==> src/rtl/rd_burst_master.sv <==
// rd_burst_master
// AXI4 read master feeding the conv input buffer. Every request issues one
// INCR burst of BURST_LENGTH beats, and the beats are passed straight through
// to a valid/ready sink with no added latency. While a burst is in flight, one
// further request can wait in the pending slot.
module rd_burst_master #(
    parameter int DATA_WIDTH   = 512,
    parameter int ADDR_WIDTH   = 64,
    parameter int BURST_LENGTH = 4,
    parameter int ARSIZE       = 6
) (
    input  logic                  clk,
    input  logic                  rst_n,
    input  logic                  req,
    input  logic [ADDR_WIDTH-1:0] addr,
    input  logic                  clear,
    output logic                  done,
    output logic                  busy,
    output logic                  err,
    output logic [ADDR_WIDTH-1:0] m_araddr,
    output logic [7:0]            m_arlen,
    output logic [2:0]            m_arsize,
    output logic [1:0]            m_arburst,
    output logic                  m_arvalid,
    input  logic                  m_arready,
    input  logic [DATA_WIDTH-1:0] m_rdata,
    input  logic [1:0]            m_rresp,
    input  logic                  m_rlast,
    input  logic                  m_rvalid,
    output logic                  m_rready,
    output logic [DATA_WIDTH-1:0] o_tdata,
    output logic                  o_valid,
    input  logic                  o_ready
);

    typedef enum logic [1:0] {
        S_IDLE,
        S_ADDR,
        S_DATA,
        S_DONE
    } state_t;

    localparam logic [7:0] LAST_BEAT = 8'(BURST_LENGTH - 1);

    state_t                r_state;
    logic [7:0]            r_cnt;
    logic                  r_pend;
    logic [ADDR_WIDTH-1:0] r_pend_addr;
    logic [ADDR_WIDTH-1:0] r_araddr;
    logic                  r_arvalid;
    logic                  r_done;
    logic                  r_err;

    logic w_idle;
    logic w_in_data;
    logic w_beat;
    logic w_last;
    logic w_pend_live;
    logic w_queue_req;
    logic w_overrun;
    logic w_beat_err;

    assign w_idle    = (r_state == S_IDLE);
    assign w_in_data = (r_state == S_DATA);
    assign w_beat    = w_in_data & m_rvalid & o_ready;
    assign w_last    = (r_cnt == LAST_BEAT);

    // A pending request is served this cycle only if clear is not flushing it.
    assign w_pend_live = r_pend & ~clear;

    // A request is queued when the FSM is busy. It is also queued in IDLE when
    // the pending slot is being issued ahead of it. clear drops such a request.
    assign w_queue_req = req & ~clear & (~w_idle | r_pend);

    // Overrun: a queued request lands on a slot that still holds one.
    assign w_overrun = w_queue_req & r_pend & ~w_idle;

    // Bad response or a misplaced/missing RLAST on a transferred beat.
    assign w_beat_err = w_beat & ((m_rresp != 2'b00) | (m_rlast != w_last));

    // Burst sequencing: IDLE -> ADDR -> DATA -> DONE, with registered AR and done.
    always_ff @(posedge clk or negedge rst_n) begin
        if (!rst_n) begin
            r_state   <= S_IDLE;
            r_cnt     <= 8'd0;
            r_araddr  <= '0;
            r_arvalid <= 1'b0;
            r_done    <= 1'b0;
        end else begin
            case (r_state)
                S_IDLE: begin
                    r_done <= 1'b0;
                    if (w_pend_live) begin
                        r_araddr  <= r_pend_addr;
                        r_arvalid <= 1'b1;
                        r_state   <= S_ADDR;
                    end else if (req) begin
                        r_araddr  <= addr;
                        r_arvalid <= 1'b1;
                        r_state   <= S_ADDR;
                    end
                end
                S_ADDR: begin
                    if (m_arready) begin
                        r_arvalid <= 1'b0;
                        r_cnt     <= 8'd0;
                        r_state   <= S_DATA;
                    end
                end
                S_DATA: begin
                    if (w_beat) begin
                        r_cnt <= r_cnt + 8'd1;
                        if (w_last) begin
                            r_done  <= 1'b1;
                            r_state <= S_DONE;
                        end
                    end
                end
                S_DONE: begin
                    r_done  <= 1'b0;
                    r_state <= S_IDLE;
                end
                default: begin
                    r_done    <= 1'b0;
                    r_arvalid <= 1'b0;
                    r_state   <= S_IDLE;
                end
            endcase
        end
    end

    // Single-entry pending slot. The newest request wins, and clear empties it.
    always_ff @(posedge clk or negedge rst_n) begin
        if (!rst_n) begin
            r_pend      <= 1'b0;
            r_pend_addr <= '0;
        end else if (clear) begin
            r_pend <= 1'b0;
        end else if (w_queue_req) begin
            r_pend      <= 1'b1;
            r_pend_addr <= addr;
        end else if (w_idle) begin
            r_pend <= 1'b0;
        end
    end

    // Sticky error flag. A new error in the clear cycle is still recorded.
    always_ff @(posedge clk or negedge rst_n) begin
        if (!rst_n) begin
            r_err <= 1'b0;
        end else if (w_overrun | w_beat_err) begin
            r_err <= 1'b1;
        end else if (clear) begin
            r_err <= 1'b0;
        end
    end

    assign m_araddr  = r_araddr;
    assign m_arvalid = r_arvalid;
    assign m_arlen   = LAST_BEAT;
    assign m_arsize  = 3'(ARSIZE);
    assign m_arburst = 2'b01;

    assign m_rready = w_in_data & o_ready;
    assign o_valid  = w_in_data & m_rvalid;
    assign o_tdata  = m_rdata;

    assign done = r_done;
    assign busy = ~w_idle | r_pend;
    assign err  = r_err;

endmodule

==> config.mk <==
export PLATFORM = sky130hd
export DESIGN_NAME = rd_burst_master
export DESIGN_NICKNAME = d
export VERILOG_FILES = /design/src/rtl/rd_burst_master.sv
export SDC_FILE = /design/constraint.sdc
export NUM_CORES = 1
export LEC_CHECK = 0
export ABC_AREA = 1
export CAP_MARGIN = 20
export CORE_AREA = 2 2 456 458
export DETAILED_ROUTE_END_ITERATION = 8
export DIE_AREA = 0 0 458 460
export SETUP_SLACK_MARGIN = 0.02
export SLEW_MARGIN = 20
export SYNTH_ARGS = -nofsm -noshare
export SYNTH_HDL_FRONTEND = slang
export SYNTH_SLANG_ARGS = --single-unit
==> constraint.sdc <==
create_clock -name clk -period 2 [get_ports clk]
set_input_delay 0.2 -clock clk [delete_from_list [all_inputs] [get_ports clk]]
set_output_delay 0.2 -clock clk [all_outputs]
set_load 0.02 [all_outputs]
; ---- After elaboration in Yosys (flattened, before gate mapping)
; Index checks and enable logic that the tools add are counted.
[classes]
eq_ne = 9
n_reduce_logical = 15
n_mux = 23
n_addsub = 1
n_bitwise = 14
[ops]
columns = op, count
row1 = 2-to-1 mux 64 bit, 2
row2 = 2-to-1 mux 8 bit, 2
row3 = case mux 8 bit (2 select lines), 1
row4 = nonzero test 2 bit, 6
row5 = 2-to-1 mux 1 bit, 10
row6 = 2-to-1 mux 2 bit, 5
row7 = bitwise AND 1 bit, 9
row8 = AND reduction 3 bit, 3
row9 = adder 8 x 1 -> 8 bit (second input constant), 1
row10 = == test 8 x 2 -> 1 bit (second input constant), 1
row11 = case mux 2 bit (4 select lines), 1
row12 = == test 2 bit (second input constant), 2
row13 = inequality test 2 x 1 -> 1 bit (second input constant), 2
row14 = case mux 1 bit (2 select lines), 2
row15 = AND reduction 2 bit, 2
row16 = AND reduction 4 bit, 1
row17 = inequality test 3 x 2 -> 1 bit (second input constant), 1
row18 = bitwise OR 1 bit, 3
row19 = nonzero test 3 bit, 1
row20 = == test 2 x 1 -> 1 bit (second input constant), 1
row21 = zero test 2 bit, 1
row22 = inequality test 2 bit (second input constant), 1
row23 = NOT 1 bit, 2
row24 = OR reduction 2 bit, 1
row25 = inequality test 1 bit, 1
[totals]
output_inout_bits = 595
reg_bits = 142
elab_cells = 70

; ---- Logic depth before layout (Yosys ltp)
[depth]
depth_word = 8
mapped_depth = 12

; ---- Least setup slack after synthesis
; Ideal clock, no wire load.
[synth_path]
kind = flip-flop to flip-flop
from = reg r_state[0]
to = reg r_pend_addr[0]
arrival_ps = 1409
stages_incl_launch_ff = 9
synth_period_minus_slack_ps = 1535
slack_ps = 465
setup_time_ps = 126
path_cell_list = dfrtp_1 -> inv_1 -> ha_1 -> inv_1 -> or2_4 -> nand3_2 -> buf_4 -> buf_4 -> o21ai_0
[synth_between]
elab_chain_cells = 5
[synth_rtl]
columns = item, line
row1 = "start, declared", 45  ; state_t r_state;
row2 = "start signal, assigned", 84  ; r_state <= S_IDLE;
row3 = "start signal, assigned", 96  ; r_state <= S_ADDR;
row4 = "start signal, assigned", 100  ; r_state <= S_ADDR;
row5 = zero test 2 bit, 63  ; assign w_idle = (r_state == S_IDLE);
row6 = NOT 1 bit, --
row7 = bitwise OR 1 bit, --
row8 = net busy, 18  ; output logic busy,
row9 = bitwise AND 1 bit, 73  ; assign w_queue_req = req & ~clear & (~w_idle | r_pend);
row10 = AND reduction 2 bit (no source line), --
row11 = "end signal, assigned", 141  ; r_pend_addr <= addr;
row12 = "end, declared", 48  ; logic [ADDR_WIDTH-1:0] r_pend_addr;
; The timed path passes the listed nets, and every way through them passes these cells.
; A chain may end at the register's enable or synchronous reset.

; ---- Worst setup path in the final report
[layout_path]
from = reg r_state[0]
to = out o_valid
[layout_between]
elab_chain_cells = 2
[layout_rtl]
columns = item, line
row1 = == test 2 bit, 64  ; assign w_in_data = (r_state == S_DATA);
row2 = bitwise AND 1 bit, 165  ; assign o_valid = w_in_data & m_rvalid;
row3 = "end, declared", 32  ; output logic o_valid,
; No other way between the ends.

==> flow_metrics.env <==
export IMPL_tritoncts="done"
export IMPL_vias=6886
export IMPL_first_global_vias=6555
export IMPL_tightest_slew_ns=0.529
export IMPL_synth_xor_area_frac=0
export IMPL_setup_tns_ns=0
export IMPL_synth_compound_area_frac=0.0787
export IMPL_h_tree_depth=4
export IMPL_initial_core_util=0.0501
export IMPL_maxCapViolCount=0
export IMPL_antenna_found_initial=2
export IMPL_p_comb_frac=0.423
export IMPL_path_buf_inv=4
export IMPL_grt_max_degree=66
export IMPL_hpwl_um=98300
export IMPL_clkSlewWorstSetupHoldPaths_ns=0.08
export IMPL_grt_pass1_wl_um=121000
export IMPL_finalCriticalPeriod_ns=1.91
export IMPL_worst_r2r_path_depth=10
export IMPL_slew_viol_final=0
export IMPL_start_kind="flop"
export IMPL_p_int_uw=9000
export IMPL_path_cells="inv_2 > buf_4 > ha_4 > nand2_1 > inv_1 > clkdlybuf4s15_1"
export IMPL_critical_path_cell_count=6
export IMPL_synth_simple_gate_area_frac=0.129
export IMPL_place_gp_congestion=0.745
export IMPL_drc=0
export IMPL_io_pins=1181
export IMPL_rsz0062_at_grt="true"
export IMPL_yosysUniqueCellTypes=28
export IMPL_critical_path_top_delay_family="buffers and inverters"
export IMPL_clkLatencyLatePin_ns=0.47
export IMPL_pwr_density_cell_mw_per_mm2=1240
export IMPL_nets=1507
export IMPL_critPathMaxFanout=10
export IMPL_portBuffers=143
export IMPL_first_pass_iters=7
export IMPL_hold_viol=0
export IMPL_max_slew_margin_rel=0.647
export IMPL_syn_avg_cell_area_um2=8.11
export IMPL_seq_area_frac_synth=0.344
export IMPL_drtIter0Drc=479
export IMPL_fin_crit_sh=0.953
export IMPL_fin_worst_skew_ns=0.00907
export IMPL_track_usage=0.0977
export IMPL_syn2layout_area_growth_pct=17.9
export IMPL_required_ns=1.80
export IMPL_drive_gt1_frac=0.115
export IMPL_peakVddDrop_v=0.000515
export IMPL_syn_inst=1273
export IMPL_hold_class="in -> reg"
export IMPL_drt_total_wl_um=107000
export IMPL_swShare=0.403
export IMPL_cts_root_buf="clkbuf_16"
export IMPL_report_power_total_uw=15100
export IMPL_die_area_mm2=0.211
export IMPL_gr_total_overflow=0
export IMPL_end_kind="output pin"
export IMPL_clock_power_share=0.238
export IMPL_synth_ff_latch_count=142
export IMPL_dp_cells=3598
export IMPL_status="finished clean"
export IMPL_muxShareOfSynthArea=0
export IMPL_viasPerCell=1.89
export IMPL_rows=167
export IMPL_synth_top_family_by_area="buffers and inverters"
export IMPL_switchingPower_uw=6080
export IMPL_worstSetupPathType="reg -> out"
export IMPL_clock_sinks=142
export IMPL_cpPeakStageDelay_ns=0.40
export IMPL_stdcell_count=3635
export IMPL_hold_depth=3
export IMPL_cts_made_buffers=17
export IMPL_wl_per_cell_um=29.6
export IMPL_leakage_uw=0.00427
export IMPL_max_freq_ghz=0.525
export IMPL_worst_ep_arrival_time_ns=1.71
export IMPL_p_seq_frac=0.339
export IMPL_die_w_um=458
export IMPL_final_setup_viol_count=0
export IMPL_netlist_area_mm2=0.0103
export IMPL_ys_warn_count=0
export IMPL_critPathSlowestCell="dfrtp_1"
export IMPL_core_mm2=0.206
export IMPL_die_y_um=460
export IMPL_clockBufferDepth=2
export IMPL_synth_fa_ha_area_frac=0.00606
export IMPL_antenna_left=0
[power by group through the flow]
stage | clock (uW) | combinational [uW] | sequential (uW)
2_1_floorplan | 0 | 3960 | 5700
3_3_place_gp | 0 | 6390 | 5080
3_5_place_dp | 0 | 6470 | 5140
4_1_cts | 3690 | 6530 | 5100
5_1_grt | 3790 | 7000 | 5250
6_report | 3590 | 6370 | 5120
[area by class of cell]
| cell class | instances | area [um^2] |
|---|---|---|
| fillers | 24200 | 194000 |
| flip-flops and latches | 142 | 3550 |
| well taps | 2704 | 3380 |
| multi-input cells | 482 | 2310 |
| repair buffers | 189 | 1970 |
| clock buffers | 17 | 425 |
| inverters | 84 | 315 |
| clock inverters | 15 | 199 |
| diodes | 2 | 5.00 |
[through the flow]
stage / area (um^2) / util / worst slack [ns] / hold WS [ns]
final: 12200 / 0.0591 / 0.0935 / 0.314
after global routing: 12200 / 0.0591 / 0.0140 / 0.311
after CTS: 12100 / 0.0588 / 0.0313 / 0.258
after detailed placement: 11500 / 0.0556 / 0.0391 / 0.231
after global placement: 11500 / 0.0556 / 0.0711 / 0.230
after floorplan: 10400 / - / 0.465 / -0.0956
[tightest hold or removal path, stage by stage]
cell and delay [ns]:
clkdlybuf4s50_1 0.42, inv_1 0.05, o21ai_0 0.07
[flip-flops by register name, summed over array words and instances, names as in the netlist]
register / cells
m_araddr: 64
r_state: 2
m_arvalid: 1
r_pend_addr: 64
r_cnt: 8
r_pend: 1
done: 1
err: 1
[metal layers]
metal | wire length [um] | up-vias | track usage
met5 | 433 | - | 0.0149
met2 | 49300 | 919 | 0.155
met3 | 39500 | 259 | 0.167
li1 | - | 2765 | -
met4 | 6760 | 12 | 0.0617
met1 | 11400 | 2931 | 0.0299
[cells in the mapped netlist, drive strengths merged]
cell type / instances / area share
buf: 563 / 0.41
conb: 2 / 0.00073
nor3: 3 / 0.0015
o21bai: 1 / 0.00073
clkbuf: 13 / 0.0047
nand3: 74 / 0.036
a21oi: 8 / 0.0042
dfrtp: 142 / 0.34
o21ai: 69 / 0.033
a31oi: 64 / 0.039
o21a: 1 / 0.00073
nor2: 75 / 0.027
or2: 2 / 0.0015
a22oi: 1 / 0.00073
inv: 84 / 0.031
nand4: 4 / 0.0024
nand2: 161 / 0.060
nand3b: 1 / 0.00073
ha: 5 / 0.0061
[cell families (layout without fill, tap and decap cells)]
family                   after synthesis  in the layout
adder cells (fa/ha/maj)                5              5
AO/OA/AOI/OAI                        144            144
other                                  2             15
buffers and inverters                660            305
flip-flops                           142            142
AND/OR/NAND/NOR                      320            320
[path summary, 6_finish.rpt]
check                                  endpoint       startpoint  slack [ns]
worst min register to register  r_pend_addr[57]  r_pend_addr[57]        0.49
worst max-delay path                    o_valid       r_state[0]        0.09
worst min-delay path            r_pend_addr[25]         addr[25]        0.31
min in group asynchronous          m_araddr[44]            rst_n        0.34
max in group asynchronous       r_pend_addr[50]            rst_n        1.08
worst max register to register  r_pend_addr[13]       r_state[0]        0.12
[layout by cell type, fill, tap and decap left out, drive strengths merged]
cell	synthesis	routed
clkdlybuf4s50	0	129
o21bai	1	1
a21oi	8	8
dlygate4sd3	0	1
buf	563	56
nor3	3	3
inv	84	93
clkdlybuf4s15	0	2
or2	2	2
nand3	74	74
nand3b	1	1
conb	2	13
o21a	1	1
clkbuf	13	18
dfrtp	142	142
a31oi	64	64
ha	5	5
nor2	75	75
diode	0	2
clkinv	0	3
nand4	4	4
bufinv	0	3
nand2	161	161
o21ai	69	69
a22oi	1	1
[repair_timing]
| action | CTS | global route |
|---|---|---|
| cloned | 0 | 1 |
| gates resized for setup | 9 | 9 |
| setup endpoints to repair | 4 | 27 |
| buffers inserted | 1 | 1 |
| hold buffers | 1 | 0 |
| hold endpoints to repair | 32 | 0 |
| pin swaps | 2 | 1 |
Note: power is estimated with default switching activity, not from simulation.
